--- src/rtl/fpu_pkg.sv ---
// Shared definitions for the FP issue sequencer: opcode/funct encodings,
// FPU op codes, writeback slot layout and per-op latency lookup.
package fpu_pkg;

   localparam logic [5:0] OP_FTYPE   = 6'b010001;

   localparam logic [5:0] FUNCT_ADD  = 6'b000000;
   localparam logic [5:0] FUNCT_SUB  = 6'b000001;
   localparam logic [5:0] FUNCT_MUL  = 6'b000010;
   localparam logic [5:0] FUNCT_DIV  = 6'b000011;
   localparam logic [5:0] FUNCT_ABS  = 6'b000101;
   localparam logic [5:0] FUNCT_NEG  = 6'b000111;

   localparam int LAT_ADD_DEF  = 3;
   localparam int LAT_MUL_DEF  = 4;
   localparam int LAT_DIV_DEF  = 12;
   localparam int LAT_MISC_DEF = 1;

   // Slot destination width; a larger register file needs this widened too.
   localparam int NREG_DEF  = 32;
   localparam int REG_W_DEF = $clog2(NREG_DEF);

   typedef enum logic [3:0] {
      FPU_ADD = 4'b0000,
      FPU_SUB = 4'b0001,
      FPU_MUL = 4'b0010,
      FPU_DIV = 4'b0011,
      FPU_ABS = 4'b0100,
      FPU_NEG = 4'b0101
   } fpu_op_e;

   typedef struct packed {
      logic                 valid;
      logic [REG_W_DEF-1:0] dest;
      fpu_op_e              control;
   } wb_slot_t;

   function automatic int op_latency(input fpu_op_e op,
                                     input int latAdd  = LAT_ADD_DEF,
                                     input int latMul  = LAT_MUL_DEF,
                                     input int latDiv  = LAT_DIV_DEF,
                                     input int latMisc = LAT_MISC_DEF);
      int lat;
      case (op)
         FPU_ADD, FPU_SUB: lat = latAdd;
         FPU_MUL:          lat = latMul;
         FPU_DIV:          lat = latDiv;
         default:          lat = latMisc;
      endcase
      return lat;
   endfunction

endpackage

--- src/rtl/fp_scoreboard.sv ---
// Per-register pending-write bits for the FP register file.
// A set and a clear landing on the same register in one cycle leaves it set.
module fp_scoreboard
   import fpu_pkg::*;
#(
   parameter int NREG  = 32,
   parameter int REG_W = $clog2(NREG)
) (
   input  logic             clk,
   input  logic             reset,
   input  logic             setValid_i,
   input  logic [REG_W-1:0] setReg_i,
   input  logic             clrValid_i,
   input  logic [REG_W-1:0] clrReg_i,
   output logic [NREG-1:0]  pending_o
);

   logic [NREG-1:0] pending_q, pending_d;

   always_comb begin
      pending_d = pending_q;
      if (clrValid_i) pending_d[clrReg_i] = 1'b0;
      if (setValid_i) pending_d[setReg_i] = 1'b1;
   end

   always_ff @(posedge clk) begin
      if (!reset) pending_q <= '0;
      else        pending_q <= pending_d;
   end

   assign pending_o = pending_q;

endmodule

--- src/rtl/fp_issue_sequencer.sv ---
// Decode-stage issue control for F-type instructions: hazard checks against
// the scoreboard, a single-port writeback slot ring and the iterative divider.
module fp_issue_sequencer
   import fpu_pkg::*;
#(
   parameter int NREG     = 32,
   parameter int REG_W    = $clog2(NREG),
   parameter int LAT_ADD  = 3,
   parameter int LAT_MUL  = 4,
   parameter int LAT_DIV  = 12,
   parameter int LAT_MISC = 1
) (
   input  logic             clk,
   input  logic             reset,
   input  logic             issue_valid,
   input  logic [5:0]       op,
   input  logic [5:0]       funct,
   input  logic [REG_W-1:0] fs,
   input  logic [REG_W-1:0] ft,
   input  logic [REG_W-1:0] fd,
   output logic             issue_ready,
   output logic             issue_fire,
   output logic [3:0]       fpu_control,
   output logic             illegal,
   output logic             div_busy,
   output logic             wb_valid,
   output logic [REG_W-1:0] wb_reg,
   output logic [3:0]       wb_control,
   output logic [NREG-1:0]  pending
);

   localparam int MAX_AM    = (LAT_ADD > LAT_MUL) ? LAT_ADD : LAT_MUL;
   localparam int MAX_DM    = (LAT_DIV > LAT_MISC) ? LAT_DIV : LAT_MISC;
   localparam int MAXLAT    = (MAX_AM > MAX_DM) ? MAX_AM : MAX_DM;
   localparam int LAT_IDX_W = $clog2(MAXLAT + 1);
   localparam int DCNT_W    = $clog2(LAT_DIV + 1);

   wb_slot_t            slotRing_q [MAXLAT];
   wb_slot_t            slotRing_d [MAXLAT];
   logic [DCNT_W-1:0]   divCnt_q, divCnt_d;

   fpu_op_e             decOp;
   logic                isLegal;
   logic                isFtype;
   logic                isMisc;
   logic [LAT_IDX_W-1:0] decLat;
   logic                slotBusy;
   logic                regHazard;
   logic                divBlocked;
   logic                canIssue;
   logic                fire;

   always_comb begin
      decOp   = FPU_ADD;
      isLegal = 1'b1;
      case (funct)
         FUNCT_ADD: decOp = FPU_ADD;
         FUNCT_SUB: decOp = FPU_SUB;
         FUNCT_MUL: decOp = FPU_MUL;
         FUNCT_DIV: decOp = FPU_DIV;
         FUNCT_ABS: decOp = FPU_ABS;
         FUNCT_NEG: decOp = FPU_NEG;
         default:   isLegal = 1'b0;
      endcase
   end

   assign isFtype = (op == OP_FTYPE);
   assign isMisc  = (decOp == FPU_ABS) || (decOp == FPU_NEG);
   assign decLat  = LAT_IDX_W'(op_latency(decOp, LAT_ADD, LAT_MUL, LAT_DIV, LAT_MISC));

   // slot[L] is the entry that will reach slot[0] L cycles from now; a MAXLAT
   // op lands in slot[MAXLAT-1], which the shift always vacates.
   always_comb begin
      slotBusy = 1'b0;
      for (int k = 0; k < MAXLAT; k++)
         if (slotRing_q[k].valid && (decLat == LAT_IDX_W'(k))) slotBusy = 1'b1;
   end

   assign regHazard  = pending[fs] || pending[fd] || (!isMisc && pending[ft]);
   assign divBlocked = (decOp == FPU_DIV) && (divCnt_q != '0);
   assign canIssue   = !regHazard && !slotBusy && !divBlocked;

   assign issue_ready = !(isFtype && isLegal) || canIssue;
   assign fire        = issue_valid && isFtype && isLegal && canIssue;
   assign issue_fire  = fire;
   assign illegal     = issue_valid && isFtype && !isLegal;
   assign fpu_control = decOp;

   always_comb begin
      for (int k = 0; k < MAXLAT - 1; k++) slotRing_d[k] = slotRing_q[k+1];
      slotRing_d[MAXLAT-1] = '0;
      for (int k = 0; k < MAXLAT; k++)
         if (fire && (decLat == LAT_IDX_W'(k + 1)))
            slotRing_d[k] = '{valid: 1'b1, dest: REG_W_DEF'(fd), control: decOp};
   end

   always_comb begin
      divCnt_d = divCnt_q;
      if (fire && (decOp == FPU_DIV)) divCnt_d = DCNT_W'(LAT_DIV);
      else if (divCnt_q != '0)        divCnt_d = divCnt_q - DCNT_W'(1);
   end

   always_ff @(posedge clk) begin
      if (!reset) begin
         for (int k = 0; k < MAXLAT; k++) slotRing_q[k] <= '0;
         divCnt_q <= '0;
      end else begin
         for (int k = 0; k < MAXLAT; k++) slotRing_q[k] <= slotRing_d[k];
         divCnt_q <= divCnt_d;
      end
   end

   assign div_busy   = (divCnt_q != '0);
   assign wb_valid   = slotRing_q[0].valid;
   assign wb_reg     = REG_W'(slotRing_q[0].dest);
   assign wb_control = slotRing_q[0].control;

   // Writeback of slot[0] retires its destination's pending bit.
   fp_scoreboard #(
      .NREG  (NREG),
      .REG_W (REG_W)
   ) u_scoreboard (
      .clk        (clk),
      .reset      (reset),
      .setValid_i (fire),
      .setReg_i   (fd),
      .clrValid_i (slotRing_q[0].valid),
      .clrReg_i   (REG_W'(slotRing_q[0].dest)),
      .pending_o  (pending)
   );

endmodule

--- config.mk ---
export PLATFORM = sky130hd
export DESIGN_NAME = fp_issue_sequencer
export DESIGN_NICKNAME = d
export VERILOG_FILES = /design/src/rtl/fpu_pkg.sv /design/src/rtl/fp_scoreboard.sv /design/src/rtl/fp_issue_sequencer.sv
export SDC_FILE = /design/constraint.sdc
export NUM_CORES = 1
export LEC_CHECK = 0
export CAP_MARGIN = 20
export CELL_PAD_IN_SITES_DETAIL_PLACEMENT = 0
export CELL_PAD_IN_SITES_GLOBAL_PLACEMENT = 2
export CORE_MARGIN = 3
export CORE_UTILIZATION = 38
export CTS_CLUSTER_DIAMETER = 200
export DETAILED_ROUTE_END_ITERATION = 7
export PLACE_DENSITY = 0.81
export RECOVER_POWER = 25
export SKIP_LAST_GASP = 1
export SLEW_MARGIN = 25
export SYNTH_ARGS = -nofsm -noshare
export SYNTH_HDL_FRONTEND = slang
export SYNTH_HIERARCHICAL = 1
export SYNTH_SLANG_ARGS = --single-unit
--- constraint.sdc ---
create_clock -name clk -period 6.4 [get_ports clk]
set_input_delay 1.6 -clock clk [delete_from_list [all_inputs] [get_ports clk]]
set_output_delay 1.6 -clock clk [all_outputs]
set_load 0.01 [all_outputs]
==> flow_summary.toml, run 1 <==
[sta]
worstMarginPinSlew_ps = 2013
fin_crit_ps = 6224
holdWs_ps = 420.6
setup_viol = 0
fmaxAchievable_mhz = 160.7
finClkSkew_ps = 8.167
drv_slew = 151
fin_crit_sh_pct = 97.25
fin_setup_tns_ps = 0
max_slew_margin_pct = -34.19
hold_viol = 0
rsz0062_at_grt = "no"
final.setup.worst_slack_ps = 176.1

[power_and_ir_drop]
internal_power_mw = 1.585
combPwrFrac_pct = 7.1
leakage_nw = 2.715
seqPwrFrac_pct = 44.9
clkPwrFrac_pct = 48.0
powerDensity_nw_per_um2 = 282.7
switching_share_pct = 22.13
ir_drop_mv = 0.1931
power.switching_uw = 450.4

[clocking]
clk_pin_slew_ps = 60
cts.sinks = 144
cts_root_buf = "clkbuf_16"
ctsResizeCount = 0
cts_setup_buffers = 0
cts.path.max_buffers = 2
cts_tree = "yes"
clkLatencyLatePin_ps = 410
cts_hold_buf = 0
cts-buffers-inserted = 17
htree_levels = 4

[final_layout]
layout-drive-gt1-share_pct = 12.05
layout.cells.non_filler = 798
nets = 634
final_cell_area_um2 = 7201
area_delta_synth_final_pct = 25.63
diodes = 0
num-fill-cells = 1351

[synthesis]
synth.cell_area_um2 = 5732
synth_warnings = 6
synth_cell_types = 56
synth_seq_area_share_pct = 50.29
synth_edf_count = 0
yosys.area.top_type = "dfxtp_1"
postSynthAreaPerCell_um2 = 10.79
synth_area_leaders = "dfxtp_1 (50%), and2_1 (8.4%), mux4_2 (8.3%), mux2i_1 (4.4%), a32o_1 (3.0%)"
ys.flop_type = "dfxtp_1"
synthCells = 531
ys_ff_latch = 144
async_reset_ff_share_pct = 0
synth_top_area_share_pct = 50.29

[min_path]
min_to = "slotRing_q[0][77]"
whs_path_depth = 1
holdCritPathClass = "register to register"
min_from = "slotRing_q[0][87]"

[critical_path]
critPathLaunchType = "input port"
reg2reg_slack_ps = 3130
slowest_delay_ps = 610
ff2ff_path_depth = 12
crit_path_end_kind = "output pin"
critPathArrivalTime_ps = 4620
r2r-end = "u_scoreboard/pending_o[2]"
r2r_start = "divCnt_q[0]"
crit_chain = "clkdlybuf4s50_1 > mux4_2 > o2111ai_2 > o2111ai_1 > nor4_2 > nand3_1 > nor3b_1 > buf_4 > clkdlybuf4s50_1"
critPathMostFrequentCell = "clkdlybuf4s50_1"
worstSetupPathType = "input port to output pin"
worstPathMaxFanout = 4
required_ps = 4800
slowest_stage = "clkdlybuf4s50_1"

[global_routing]
grt_max_degree = 104
track_usage_pct = 18.50
grt_pass1_vias = 4225
antenna_found_initial = 0
grt_pass1_wl_um = 23280
grt_overflow_total = 0

[routing]
drt-total-wl_um = 14820
ant_nets = 0
drt_iter0_drc = 325
routed_via_density = 5.424
detail_route.wl_per_cell_um = 18.58
firstDrtPassIters = 5
via_count = 4328
drc_errors = 0

[outcome]
status = "finished with violations"
violations = "max-capacitance violations, max-slew violations"

[floorplanning]
pin_count = 80
die_area_um2 = 16590
core_region_area_um2 = 14640
die_w_um = 128.8
initial_core_util_pct = 39.14
dieHeight_um = 128.8
std_cell_rows = 44

[placed_design]
dp_cells = 768
pre_cts_ws_ps = 184.7
place_hpwl_um = 10440
globalplace.congestion = 0.8528
io_buffers = 77
placed_area_um2 = 6616

[job]
max-cap-violations = 2
==> worst max-delay path: cells and delay by family <==
family / cells / cell delay [ps]
AO/OA/AOI/OAI: 2 / 370
buffers and inverters: 3 / 1330
multiplexers: 1 / 570
AND/OR/NAND/NOR: 3 / 760
==> layout make-up <==
type	instances	area [µm²]	area share, %
flip-flops and latches	144	2883	40.03
multi-input cells	338	2600	36.11
repair buffers	88	848.3	11.78
clock buffers	21	480.5	6.672
well taps	184	230.2	3.197
clock inverters	9	106.4	1.477
inverters	14	52.55	0.7298
==> state kept, by name, summed over array words and instances (netlist names) <==
| name | count |
|---|---|
| slotRing_q | 108 |
| u_scoreboard/pending_o | 32 |
| divCnt_q | 4 |
==> stage by stage <==
| step | util, % | total power [mW] |
|---|---|---|
| after floorplan | - | 1.022 |
| final | 49.17 | 2.036 |
| after detailed placement | 45.18 | 1.079 |
| after global routing | 49.17 | 2.115 |
| after CTS | 49.19 | 2.062 |
| after global placement | 45.18 | 1.075 |
==> cells in the final DEF, fill, tap and decap left out, types with 2 or more instances in the layout <==
cell / instances
nor4b_1: 2
nor3b_1: 7
inv_1: 13
a21o_1: 2
inv_6: 2
clkinv_2: 4
a32o_1: 17
o211ai_1: 17
conb_1: 3
nor3_1: 10
a21boi_0: 2
o21ai_0: 17
and2_1: 71
bufinv_16: 2
nor3b_2: 3
and3_1: 4
buf_4: 9
o21a_1: 3
mux2i_1: 25
and2_0: 6
o2111ai_1: 2
nor2_1: 11
nand3b_1: 10
mux4_2: 21
clkbuf_16: 17
o21ai_1: 8
dfxtp_1: 144
a21oi_1: 2
nand3_1: 15
clkdlybuf4s50_1: 76
and3b_1: 4
nand4_1: 4
clkbuf_8: 4
or3_1: 3
nand2_1: 45
==> synthesized netlist by cell type (all sizes together) (2+ instances only) <==
cell / count
a21boi: 3
a21o: 2
a21oi: 2
a32o: 17
and2: 77
and3: 4
and3b: 4
buf: 18
clkbuf: 17
dfxtp: 144
dlygate4sd1: 2
inv: 14
mux2i: 25
mux4: 22
nand2: 45
nand3: 15
nand3b: 10
nand4: 4
nor2: 12
nor3: 11
nor3b: 11
nor4b: 3
o2111ai: 3
o211ai: 17
o21a: 3
o21ai: 25
or3: 3
==> power by group through the flow <==
stage	logic (mW)	registers, mW	clock network (mW)
final	0.145	0.914	0.978
after global routing	0.162	0.914	1.04
after CTS	0.147	0.913	1.00
after detailed placement	0.146	0.933	0
after global placement	0.142	0.933	0
after floorplan	0.0904	0.932	0
==> metal layers <==
metal / track usage (%) / vias to the layer above / wire (µm)
li1: - / 2031 / -
met1: 24.60 / 2081 / 6687
met2: 28.11 / 184 / 6793
met3: 5.895 / 32 / 1078
met4: 7.227 / 0 / 264
met5: 0 / - / 0
==> logic make-up (layout without fill, tap and decap cells) <==
logic type | count (synthesis) | count (layout) | synth area share (%)
adders and majority gates | 1 | 1 | 0.2183
AOI/OAI and AO/OA | 77 | 77 | 9.932
and+or+nand+nor | 208 | 208 | 21.59
buffers and inverters | 51 | 132 | 4.475
other | 1 | 3 | 0.06543
DFF | 144 | 144 | 50.29
muxes | 48 | 48 | 13.27
xor gates and xnor gates | 1 | 1 | 0.1528
==> worst max path at each step <==
stage          start          to  slack, ps
2_1_floorplan  fs[0]  issue_fire       1330
3_3_place_gp   fd[0]  issue_fire        200
3_5_place_dp   fd[0]  issue_fire        180
4_1_cts        fd[0]  issue_fire        150
5_1_grt        fd[0]  issue_fire         10
6_report       fd[0]  issue_fire        180
Note: power is estimated with default switching activity, not from simulation.
==> inputs of run 2 (changes only) <==
- GPL_ROUTABILITY_DRIVEN: unset -> 0
- GPL_TIMING_DRIVEN: unset -> 0
- PLACE_DENSITY: 0.81 -> unset
- PLACE_DENSITY_LB_ADDON: unset -> 0.1
==> run 2 against run 1 <==
Against the previous run:
- the run now ends clean
- sequential power about the same
- sequential cell count is the same
- clock-buffer cell count is 1 lower
- design area grew 2.5%
- via count is 0.14% lower
- global-route usage about the same
- worst hold slack improved by 1.4 ps
- critical endpoint unchanged
==> flow_summary.toml, run 2 (synthesis gave the netlist of run 1 again) <==
[power_and_ir_drop]
switching_share_pct = 21.82
clkPwrFrac_pct = 49.4
powerDensity_nw_per_um2 = 284.3
combPwrFrac_pct = 7.1
internal_power_mw = 1.640
power.switching_uw = 457.9
ir_drop_mv = 0.2048
seqPwrFrac_pct = 43.5
leakage_nw = 2.805
power_mw = 2.098

[global_routing]
grt_pass1_vias = 4138
grt_pass1_wl_um = 23320
antenna_found_initial = 0
grt_overflow_total = 0
track_usage_pct = 18.51
grt_max_degree = 17

[routing]
via_count = 4322
firstDrtPassIters = 5
detail_route.wl_per_cell_um = 18.15
ant_nets = 0
drt_iter0_drc = 424
routed_via_density = 5.239
drt-total-wl_um = 14970
drc_errors = 0

[sta]
drv_slew = 0
finClkSkew_ps = 7.505
worstMarginPinSlew_ps = 757.0
setup_viol = 0
fin_crit_sh_pct = 97.26
max_slew_margin_pct = 49.40
hold_viol = 0
fin_crit_ps = 6225
fmaxAchievable_mhz = 160.7
rsz0062_at_grt = "yes"

[clocking]
cts_hold_buf = 0
cts_root_buf = "clkbuf_16"
clkLatencyLatePin_ps = 410
htree_levels = 4
cts.path.max_buffers = 2
cts.sinks = 144
clk_pin_slew_ps = 60
cts_tree = "yes"
cts-buffers-inserted = 17

[placed_design]
place_hpwl_um = 11110
io_buffers = 73
placed_area_um2 = 6700

[final_layout]
nets = 659
area_delta_synth_final_pct = 28.75
final-seq-area_um2 = 2883
multiInputGateArea_um2 = 2616
largest_register_ffs = 108
num-fill-cells = 1317
final_common_cell = "dfxtp_1"
layout-drive-gt1-share_pct = 13.88
fin_util_pct = 50.39
diodes = 0
largest_register = "slotRing_q"
final_cell_mix = "dfxtp_1 (144), clkdlybuf4s50_1 (68), and2_1 (63)"
final_cell_area_um2 = 7380

[floorplanning]
pin_count = 80
die_w_um = 128.8
core_region_area_um2 = 14640
initial_core_util_pct = 39.14
die_area_um2 = 16590
dieHeight_um = 128.8
std_cell_rows = 44

[critical_path]
critPathArrivalTime_ps = 4620
crit_chain = "clkdlybuf4s15_2 > clkbuf_4 > mux4_2 > nand3_1 > a41oi_1 > nor4_2 > buf_4 > nand3_2 > nor3b_4 > clkdlybuf4s50_1"
worstSetupPathType = "input port to output pin"
critPathLaunchType = "input port"
crit_path_end_kind = "output pin"
slowest_stage = "clkdlybuf4s50_1"
worstPathMaxFanout = 10
required_ps = 4800
slowest_delay_ps = 620

[min_path]
holdCritPathClass = "register to register"

[outcome]
status = "finished clean"

[job]
max-cap-violations = 0
[run 2: cell count changes in the layout (fill, tap and decap cells not counted), moves of 8 or more]
cell and delta:
and2_0 +8, clkbuf_1 +17, clkdlybuf4s50_1 -8, buf_4 +8
and2_1 -8
[run 2: area by class of cell]
class                      instances  share of cell area [%]
multi-input combinational        338                   35.45
buffer                            37                   2.848
clock inverter                    12                   2.442
clock buffer                      20                   6.053
sequential                       144                   39.06
tap                              184                   3.120
inverter                          14                  0.7121
timing repair buffer              76                   10.31
[run 2: worst max-delay path: cells and delay by family]
kind                   cells  cell delay (ps)
AOI/OAI and AO/OA          1              190
buffers and inverters      4             1420
muxes                      1              530
and+or+nand+nor            4              900
[run 2: power by group through the flow]
stage / combinational [mW] / sequential (mW) / clock, mW
finish: 0.149 / 0.913 / 1.04
floorplan: 0.0904 / 0.932 / 0
global placement: 0.149 / 0.933 / 0
detailed placement: 0.148 / 0.933 / 0
global route: 0.164 / 0.914 / 1.10
CTS: 0.150 / 0.913 / 1.06
[run 2: path summary, 6_finish.rpt]
kind	start	to	slack [ps]	cells past startpoint
max	fd[0]	issue_fire	180	10
min reg2reg	slotRing_q[0][88]	slotRing_q[0][78]	420	1
min	slotRing_q[0][88]	slotRing_q[0][78]	420	1
max reg2reg	divCnt_q[0]	u_scoreboard/pending_o[0]	3110	13
[run 2: what timing repair did]
item / in CTS / in global routing
setup endpoints to repair: 2 / 1
setup buffers: 1 / 2
pin swaps: 1 / 2
gates resized for setup: 12 / 5
[run 2: through the flow]
step	instances	setup slack (ps)	hold WS, ps	TNS, ps
2_1_floorplan	533	1333	405.7	0
3_3_place_gp	790	-865.4	407.8	-1172
3_5_place_dp	790	-879.2	411.5	-1192
4_1_cts	823	61.75	424.4	0
5_1_grt	825	-4.900	431.1	-4.900
6_report	825	175.5	422.0	0
[run 2: metal layers]
layer	share of wire, %	up-vias	track usage [%]	wire length (µm)
met4	1.1	0	4.941	171
met1	47	2072	25.79	6965
met5	0	-	0	0
li1	-	2087	-	-
met3	7.1	12	5.895	1058
met2	45	151	27.90	6778
